===== config.mk =====
export PLATFORM = sky130hd
export DESIGN_NAME = lfsr_rng
export DESIGN_NICKNAME = d
export VERILOG_FILES = /design/src/rtl/lfsr_rng.sv
export SDC_FILE = /design/constraint.sdc
export NUM_CORES = 1
export LEC_CHECK = 0
export CORE_MARGIN = 10
export CORE_UTILIZATION = 40
export CTS_CLUSTER_SIZE = 20
export DETAILED_ROUTE_END_ITERATION = 7
export PLACE_DENSITY = 0.69
export SLEW_MARGIN = 5
export SYNTH_ARGS = -nofsm -noshare
export SYNTH_HDL_FRONTEND = slang
export SYNTH_SLANG_ARGS = --single-unit

===== constraint.sdc =====
create_clock -name clk -period 2 [get_ports clk]
set_input_delay 0.6 -clock clk [delete_from_list [all_inputs] [get_ports clk]]
set_output_delay 0.6 -clock clk [all_outputs]
set_load 0.005 [all_outputs]

===== src/rtl/lfsr_rng.sv =====
// lfsr_rng
// Parametrised Fibonacci LFSR pseudo-random source. It provides free-run
// stepping, run-time reseed, and a request/response draw handshake. Each draw
// returns OUT_W freshly generated feedback bits, oldest bit in the MSB.
//
// Optional build macro: LFSR_LOCKUP_GUARD_EN
//   When defined, an all-zero seed load or an all-zero state is replaced
//   by SEED, and the sticky lockup flag is raised. Only reset clears the flag.
//   When undefined, lockup is tied low and zero seeds load as given.
module lfsr_rng #(
    parameter int unsigned      WIDTH = 8,
    parameter logic [WIDTH-1:0] TAPS  = WIDTH'(8'hB8),
    parameter logic [WIDTH-1:0] SEED  = WIDTH'(8'hB8),
    parameter int unsigned      OUT_W = 4
) (
    input  logic             clk,
    input  logic             rst,
    input  logic             seed_load,
    input  logic [WIDTH-1:0] seed_in,
    input  logic             step_en,
    input  logic             req_valid,
    output logic             req_ready,
    output logic             out_valid,
    input  logic             out_ready,
    output logic [OUT_W-1:0] out_data,
    output logic [WIDTH-1:0] state,
    output logic             lockup
);

    localparam int unsigned      CNT_W = $clog2(OUT_W + 1);
    localparam logic [CNT_W-1:0] LAST  = CNT_W'(OUT_W - 1);
    // The collect register only needs the bits that precede the final
    // feedback bit; the last bit goes straight into out_data.
    localparam int unsigned      COL_W = (OUT_W > 1) ? OUT_W - 1 : 1;

    typedef enum logic [1:0] {
        IDLE,
        SHIFT,
        DONE
    } fsm_t;

    fsm_t             fsm;
    logic [WIDTH-1:0] lfsr;
    logic [CNT_W-1:0] cnt;
    logic [COL_W-1:0] collect;

    logic             fb;
    logic [WIDTH-1:0] stepped;
    logic [OUT_W-1:0] draw_next;

    assign state = lfsr;

    // Feedback bit and the one-step successor of the current LFSR contents
    always_comb begin
        fb      = ^(lfsr & TAPS);
        stepped = {lfsr[WIDTH-2:0], fb};
    end

    // Draw value with this cycle's feedback bit appended as the new LSB
    generate
        if (OUT_W > 1) begin : g_draw_wide
            assign draw_next = {collect, fb};
        end else begin : g_draw_narrow
            assign draw_next = fb;
        end
    endgenerate

    // Requests are only taken in IDLE, and a seed load this cycle refuses them
    always_comb begin
        req_ready = (fsm == IDLE) && !seed_load;
    end

`ifdef LFSR_LOCKUP_GUARD_EN
    logic lockup_q;

    assign lockup = lockup_q;

    // LFSR, draw FSM, registered outputs and sticky lockup guard
    always_ff @(posedge clk or negedge rst) begin
        if (!rst) begin
            lfsr      <= SEED;
            fsm       <= IDLE;
            cnt       <= '0;
            collect   <= '0;
            out_valid <= 1'b0;
            out_data  <= '0;
            lockup_q  <= 1'b0;
        end else if (seed_load) begin
            fsm       <= IDLE;
            out_valid <= 1'b0;
            if (seed_in == '0) begin
                lfsr     <= SEED;
                lockup_q <= 1'b1;
            end else begin
                lfsr <= seed_in;
            end
        end else begin
            case (fsm)
                IDLE: begin
                    if (req_valid) begin
                        fsm     <= SHIFT;
                        cnt     <= '0;
                        collect <= '0;
                    end else if (step_en) begin
                        lfsr <= stepped;
                    end
                end
                SHIFT: begin
                    lfsr    <= stepped;
                    collect <= draw_next[COL_W-1:0];
                    cnt     <= cnt + CNT_W'(1);
                    if (cnt == LAST) begin
                        fsm       <= DONE;
                        out_valid <= 1'b1;
                        out_data  <= draw_next;
                    end
                end
                DONE: begin
                    if (out_ready) begin
                        fsm       <= IDLE;
                        out_valid <= 1'b0;
                    end
                end
                default: begin
                    fsm       <= IDLE;
                    out_valid <= 1'b0;
                end
            endcase
            // A stuck all-zero state is replaced by SEED, which overrides any step
            if (lfsr == '0) begin
                lfsr     <= SEED;
                lockup_q <= 1'b1;
            end
        end
    end
`else
    assign lockup = 1'b0;

    // LFSR, draw FSM and registered outputs; zero seeds load as given
    always_ff @(posedge clk or negedge rst) begin
        if (!rst) begin
            lfsr      <= SEED;
            fsm       <= IDLE;
            cnt       <= '0;
            collect   <= '0;
            out_valid <= 1'b0;
            out_data  <= '0;
        end else if (seed_load) begin
            lfsr      <= seed_in;
            fsm       <= IDLE;
            out_valid <= 1'b0;
        end else begin
            case (fsm)
                IDLE: begin
                    if (req_valid) begin
                        fsm     <= SHIFT;
                        cnt     <= '0;
                        collect <= '0;
                    end else if (step_en) begin
                        lfsr <= stepped;
                    end
                end
                SHIFT: begin
                    lfsr    <= stepped;
                    collect <= draw_next[COL_W-1:0];
                    cnt     <= cnt + CNT_W'(1);
                    if (cnt == LAST) begin
                        fsm       <= DONE;
                        out_valid <= 1'b1;
                        out_data  <= draw_next;
                    end
                end
                DONE: begin
                    if (out_ready) begin
                        fsm       <= IDLE;
                        out_valid <= 1'b0;
                    end
                end
                default: begin
                    fsm       <= IDLE;
                    out_valid <= 1'b0;
                end
            endcase
        end
    end
`endif

endmodule


# Word level (Yosys, flattened, before mapping)
# Cells that the tools add are included.
# totals
register_bits,21
latch_bits,0
ramBits,0
mem_bits_ro,0
inputBits,14
output_inout_bits,15
elab_cells,45
memories,0
# op_classes
addsub,1
mul,0
div_mod_pow,0
order_cmp,0
eq_ne,10
shifts,0
mux,16
n_bitwise,1
reduce_logical,11
# op_table
op,n
$mux W8,3
$pmux W8 S2,1
$ne A3 B3 Y1 const B,5
$reduce_and A3 Y1,5
$pmux W3 S2,2
$mux W2,4
$reduce_xor A8 Y1,1
$pmux W2 S3,1
$ne A2 B2 Y1 const B,2
$add A3 B1 Y3 const B,1
$eq A3 B2 Y1 const B,1
$mux W1,3
$mux W3,1
$pmux W1 S3,1
$reduce_bool A3 Y1,1
$eq A2 B1 Y1 const B,1
$eq A2 B2 Y1 const B,1
$logic_not A2 Y1,1
$reduce_bool A2 Y1,1
$logic_and A1 B1 Y1,1
$logic_not A1 Y1,1
$not A1 Y1,1

# Longest topological paths before layout
# Gate-level depths: netlist of run 1.
# depth
ltp_word,5
depth_mapped,5

# Worst setup path after synthesis of run 1
# Ideal clock, no wire load.
# synth_path
path_kind,input to output
start,in seed_load
end,out req_ready
t_arrival_ps,1152
slack_ps,248
cell_stages,3
path_buffers,2
cell_sequence,buf_2 > buf_2 > nor3_1
# synth_via
elab_chain_cells,2
# synth_lines
item,line_no,source
"start, declared",18,"input logic seed_load,"
$logic_not A1 Y1,70,req_ready = (fsm == IDLE) && !seed_load;
$logic_and A1 B1 Y1,70,
"end, declared",22,"output logic req_ready,"
# No other way between the ends.

# Final worst setup path of run 1
# layout_path
start,reg lfsr[3] (netlist: state[3])
end,out state[3]
# layout_lines
item,line_no,source
"start, declared",43,logic [WIDTH-1:0] lfsr;
"start signal, assigned",149,lfsr <= seed_in;
"start signal, assigned",160,lfsr <= stepped;
"start signal, assigned",164,lfsr <= stepped;
"end, declared",26,"output logic [WIDTH-1:0] state,"
# No word-level cell between the ends.

==> results of run 1 <==
[metal layers]
layer  part of all wire  track usage  up-vias
li1                   -            -      367
met1               0.46        0.112      363
met2               0.48        0.143       13
met3              0.041       0.0223        2
met4              0.015       0.0516        0
met5                  0            0        -
[per-stage QoR]
| stage | total power (W) | TNS, ns | area [um2] | cells | setup slack, ns |
|---|---|---|---|---|---|
| floorplan | 0.000763 | 0 | 1050 | 83 | 0.248 |
| global placement | 0.000953 | -1.45 | 1380 | 143 | -0.388 |
| detailed placement | 0.000962 | -1.52 | 1380 | 143 | -0.383 |
| CTS | 0.00118 | 0 | 1430 | 150 | 0.0146 |
| global route | 0.00124 | 0 | 1440 | 150 | 0.0209 |
| finish | 0.00116 | 0 | 1440 | 150 | 0.0519 |
[report_power, final]
| part | switching [W] | internal (W) |
|---|---|---|
| clock | 0.000127 | 0.0000744 |
| sequential | 0.0000512 | 0.000516 |
| combinational | 0.000144 | 0.000249 |
[cells in the final DEF (no fill, tap or decap), types with 2 or more instances in the layout]
cell type	instances
clkdlybuf4s50_1	22
mux2_2	18
dfrtp_1	17
buf_4	11
a21oi_1	4
dfstp_2	4
inv_1	3
nor3_1	3
a22o_1	3
xnor2_1	3
clkbuf_4	3
dlymetal6s2s_1	3
nor2_1	2
nand2_1	2
a211oi_1	2
nor2b_1	2
o2bb2ai_1	2
ha_1	2
[area by class of cell]
cell class / instances / area share
clock inverter: 1 / 0.00349
tap: 30 / 0.0262
multi-input combinational: 54 / 0.326
inverter: 3 / 0.00785
sequential: 21 / 0.370
clock buffer: 3 / 0.0157
timing repair buffer: 38 / 0.251
[state kept, by name (all words and copies together) (netlist names)]
register,flops
collect,3
out_data,4
cnt,3
fsm,2
out_valid,1
state,8
[kinds of logic (layout without fill, tap and decap cells)]
kind of cell / count (synthesis) / after routing
flops: 21 / 21
buf+inv: 8 / 45
fa+ha+maj: 2 / 2
xor+xnor: 3 / 3
other cells: 1 / 1
simple gates: 15 / 15
mux: 18 / 18
compound gates: 15 / 15
[worst paths after layout]
| check | cells after the start | end | slack, ns | startpoint |
|---|---|---|---|---|
| setup / recovery | 1 | state[3] | 0.05 | state[3] |
| hold / removal | 1 | cnt[2] | 0.50 | cnt[2] |
| setup reg to reg | 4 | out_data[2] | 0.49 | cnt[0] |
| hold reg to reg | 1 | cnt[2] | 0.50 | cnt[2] |
| max in group asynchronous | 2 | state[5] | 1.11 | rst |
| min in group asynchronous | 2 | state[6] | 0.63 | rst |
[timing repair]
item                                    in CTS  in global routing
resized for setup                            4                  3
buffers inserted                             3                  0
pin swaps                                    1                  0
endpoints found under the setup margin       4                  3
==> results.md, run 1 <==
- Post-synth ARST share: 1.00
- First-pass GRT wire length: 3860 um
- Synth-to-Final Area Change: 37.2%
- Die height: 71.1 um
- Fmax: 513 MHz
- Worst hold path type: flop to flop
- CTS Hold Bufs: 0
- Final Core Density: 0.579
- Sink Count: 21
- Critical path cell sequence: clkdlybuf4s50_1
- Maximum vdd drop: around 510 uV
- Crit-path leading delay family: flip-flops
- Nets@finish: 137
- CTS root buf: clkbuf_4
- Min Hold Slack: 0.502 ns
- Diodes inserted: 0
- Worst-path clk slew: 0.12 ns
- Final Setup Violations: 0
- Sequential area share after synthesis: 0.507
- Power per Cell Area: 809 mW/mm2
- Crit path max fanout: 2
- Setup crit start kind: flop
- Pre-antenna DRT Iters: 3
- Synth Flop Type: dfrtp_1
- Initial antenna violation count: 0
- Synth warn: 0
- Mapped Cells: 83
- Syn_area_per_cell: between 10 and 15 um2
- Synthesized area: 0.00105 mm2
- Synth top cells by count: 18 x mux2_2, 17 x dfrtp_1, 4 x a21oi_1, 4 x dfstp_2
- Vias per std cell: ~5.0
- Vias: 745
- Main combinational cell family by area after synthesis: multiplexers
- CP required: 1.40 ns
- Overflow after GRT: 0
- Layout cell share with drive strength beyond 1: 0.350
- Detail Route Antenna Nets: 0
- Crit path buffers/inverters: 1
- Sequential cell area: 531 um2
- Max incr delay on CP: approximately 0.55 ns
- Clock tree buffer depth: 2
- Clock period minus worst slack: between 1.5 and 2 ns
- Critical path's slowest cell: dfstp_2
- RSZ-0062 raised after global routing: false
- GP Congestion: approximately 0.74
- Post-Syn Nets: a little under 100
- Count of flip-flops with a built-in enable after synthesis: 0
- Final hold vios: 0
- Dpl hpwl: 1680 um
- Synth Area in Simple Gates: 0.0885
- Post-synthesis xor/xnor area fraction: 0.0251
- Total GRT Usage: 0.0917
- Area of the multi-input gates: 468 um2
- Worst setup EP type: output pin
- CORE AREA: 0.00248 mm2
- CTS buffer count: 3
- Wire length per cell: 14.8 um
- IO Port Bufs: 27
- Max cap viols: 0
- Largest net degree at the start of global routing: 22
- Compound-cell area share of the yosys netlist: 0.112
- TritonCTS clock tree: done
- Mux cell area share after synthesis: 0.194
- Initial Util: 0.422
- Fillcell total: 219
- Area contributors post-synth: dfrtp_1 41%, mux2_2 19%, dfstp_2 10%
- Worst EP arrival: ~1.4 ns
- Worst skew pair latency: approximately 0.3 ns
- Drt initial violations: 23
- Seq cells post-synth: 21
- Die width: 71.1 um
- Site row count: 18
- Setup Skew: 0.00232 ns
- Drt total wl: 2220 um
- Distinct cells, synth: 28
- Outcome: finished, final reports clean
- Die Area: 0.00506 mm2
- Adder-Cell Fraction of Synth Area: 0.0239
- Max-slew violations: 0
- Ports: 29
- Part of the cycle the worst path needs: 0.974
- Vias in the first global route: 836
- H-tree levels: 1
- Post-synth top area share: 0.407
- Largest area contributor in the synthesized netlist: dfrtp_1
- DR DRC count: 0
- Most common cell in the netlist: mux2_2
- P_leak: 0.628 nW
- Critical setup path kind: flop to output pin
Power figures use the tool's default switching activity.
==> run 2: changes to the inputs <==
- CORE_UTILIZATION: 40 -> 35
- MAX_ROUTING_LAYER: default -> met4
- PLACE_DENSITY: 0.69 -> default
==> run 2 against run 1 <==
Against the previous run: first-iteration DRC count up 61%; global-route usage decreased by 0.062 points; combinational power about the same; highest routed layer unchanged.
==> results.md, run 2 (synthesized netlist as in run 1, its figures left out) <==
- Drt initial violations: 37
- Area of the multi-input gates: 473 um2
- GP Congestion: approximately 0.76
- Power per Cell Area: 815 mW/mm2
- CTS root buf: clkbuf_4
- Critical path's slowest cell: dfstp_2
- Switching share of total power: 0.281
- RSZ-0062 raised after global routing: false
- Min Hold Slack: 0.515 ns
- Synth-to-Final Area Change: 37.1%
- Setup crit start kind: flop
- Max cap viols: 0
- Max incr delay on CP: around 0.54 ns
- DR DRC count: 0
- Non-Filler Instances: between 150 and 200
- Clk pwr share: 0.181
- Nets@finish: 137
- P_leak: 0.619 nW
- Outcome: finished, final reports clean
- Int Power: 0.000841 W
- CP required: 1.40 ns
- Crit path buffers/inverters: 1
- Sink Count: 21
- CTS buffer count: 3
- Final hold vios: 0
- Clock period minus worst slack: slightly below 2 ns
- Reg-to-reg setup timing slack: about 0.46 ns
- TritonCTS clock tree: done
- Worst setup EP type: output pin
- Worst-path clk slew: 0.11 ns
- Worst r2r src: fsm[0]
- Logic pwr share: 0.334
- Setup TNS: 0 ns
- Maximum vdd drop: 449 uV
- Pre-antenna DRT Iters: 4
- Worst hold path type: flop to flop
- Vias per std cell: roughly 5.0
- Largest register FFs: 8
- Die Area: 0.00557 mm2
- Final Setup Violations: 0
- Worst EP arrival: 1.34 ns
- Vias: about 750
- Most common cell after layout, fill and taps aside: clkdlybuf4s50_1
- H-tree levels: 1
- Placement Cell Area: 0.00138 mm2
- Setup Skew: 0.0144 ns
- Crit path max fanout: 2
- Drt total wl: 2270 um
- Die height: about 75 um
- Detail Route Antenna Nets: 0
- Sequential cell area: 531 um2
- Vias in the first global route: between 700 and 800
- Critical setup path kind: flop to output pin
- Design Area, Final: 0.00143 mm2
- Clock tree buffer depth: 2
- Fillcell total: 260
- Crit path from: state[5]
- IO Port Bufs: 27
- Fmax: 515 MHz
- Worst reg2reg path depth: 5
- Crit-path leading delay family: flip-flops
- Largest net degree at the start of global routing: 22
- Levels on crit path: 1
- CTS Hold Bufs: 0
- First-pass GRT wire length: 3860 um
- Setup crit end: state[5]
- Worst skew pair latency: 0.31 ns
- Total GRT Usage: 0.0911
- Layout cell share with drive strength beyond 1: 0.342
- Initial antenna violation count: 0
- CORE AREA: between 0.002 and 0.003 mm2
- Initial Util: 0.373
- Critical path cell sequence: clkdlybuf4s50_1
- Wire length per cell: 15.0 um
- Commonest cells after routing, fill and taps aside: 22 x clkdlybuf4s50_1, 18 x mux2_2, 17 x dfrtp_1, 11 x buf_4
- DP Cell Count: 144
- Part of the cycle the worst path needs: 0.970
- Site row count: 19
- Reg-to-Reg End: state[6]
- Dpl hpwl: 1730 um
- Max-slew violations: 0
- Die width: 74.7 um
- Ports: 29
- Pwr Total: 0.00117 W
- Flop pwr share: 0.486
- Overflow after GRT: 0
- Diodes inserted: 0
- Switch Pwr: 0.000328 W
## run 2: cell type report
type | count | area share
repair buffers | 38 | 0.247
clock buffers | 4 | 0.0183
flip-flops and latches | 21 | 0.370
multi-input cells | 54 | 0.330
inverters | 3 | 0.00785
well taps | 31 | 0.0271
## run 2: worst min-delay path by stage
stage,slack (ns),startpoint,depth (start not counted),end
floorplan,0.30,rst,0,cnt[0]
global placement,0.48,cnt[2],1,cnt[2]
detailed placement,0.48,cnt[2],1,cnt[2]
CTS,0.52,cnt[2],1,cnt[2]
global route,0.54,cnt[2],1,cnt[2]
finish,0.52,cnt[2],1,cnt[2]
## run 2: timing repair
item	CTS	global route
buffers inserted	2	1
endpoints found under the setup margin	4	2
resized for setup	4	2
gates cloned	0	0
## run 2: stage by stage
stage | setup WS, ns | util
after floorplan | 0.248 | -
after global placement | -0.396 | 0.492
after detailed placement | -0.407 | 0.492
after CTS | 0.0000991 | 0.507
after global routing | 0.00373 | 0.511
final | 0.0599 | 0.511
## run 2: power groups by stage
stage | combinational (W) | sequential (W) | clock, W
3_5_place_dp | 0.000381 | 0.000583 | 0
2_1_floorplan | 0.000185 | 0.000578 | 0
5_1_grt | 0.000431 | 0.000582 | 0.000242
4_1_cts | 0.000396 | 0.000570 | 0.000220
6_report | 0.000390 | 0.000568 | 0.000211
3_3_place_gp | 0.000378 | 0.000581 | 0
## run 2: layer usage
| layer | vias up | share of wire | track usage |
|---|---|---|---|
| met1 | 369 | 0.47 | 0.113 |
| li1 | 367 | - | - |
| met3 | 2 | 0.066 | 0.0420 |
| met5 | - | 0 | - |
| met2 | 16 | 0.46 | 0.133 |
| met4 | 0 | 0.0057 | 0.0189 |
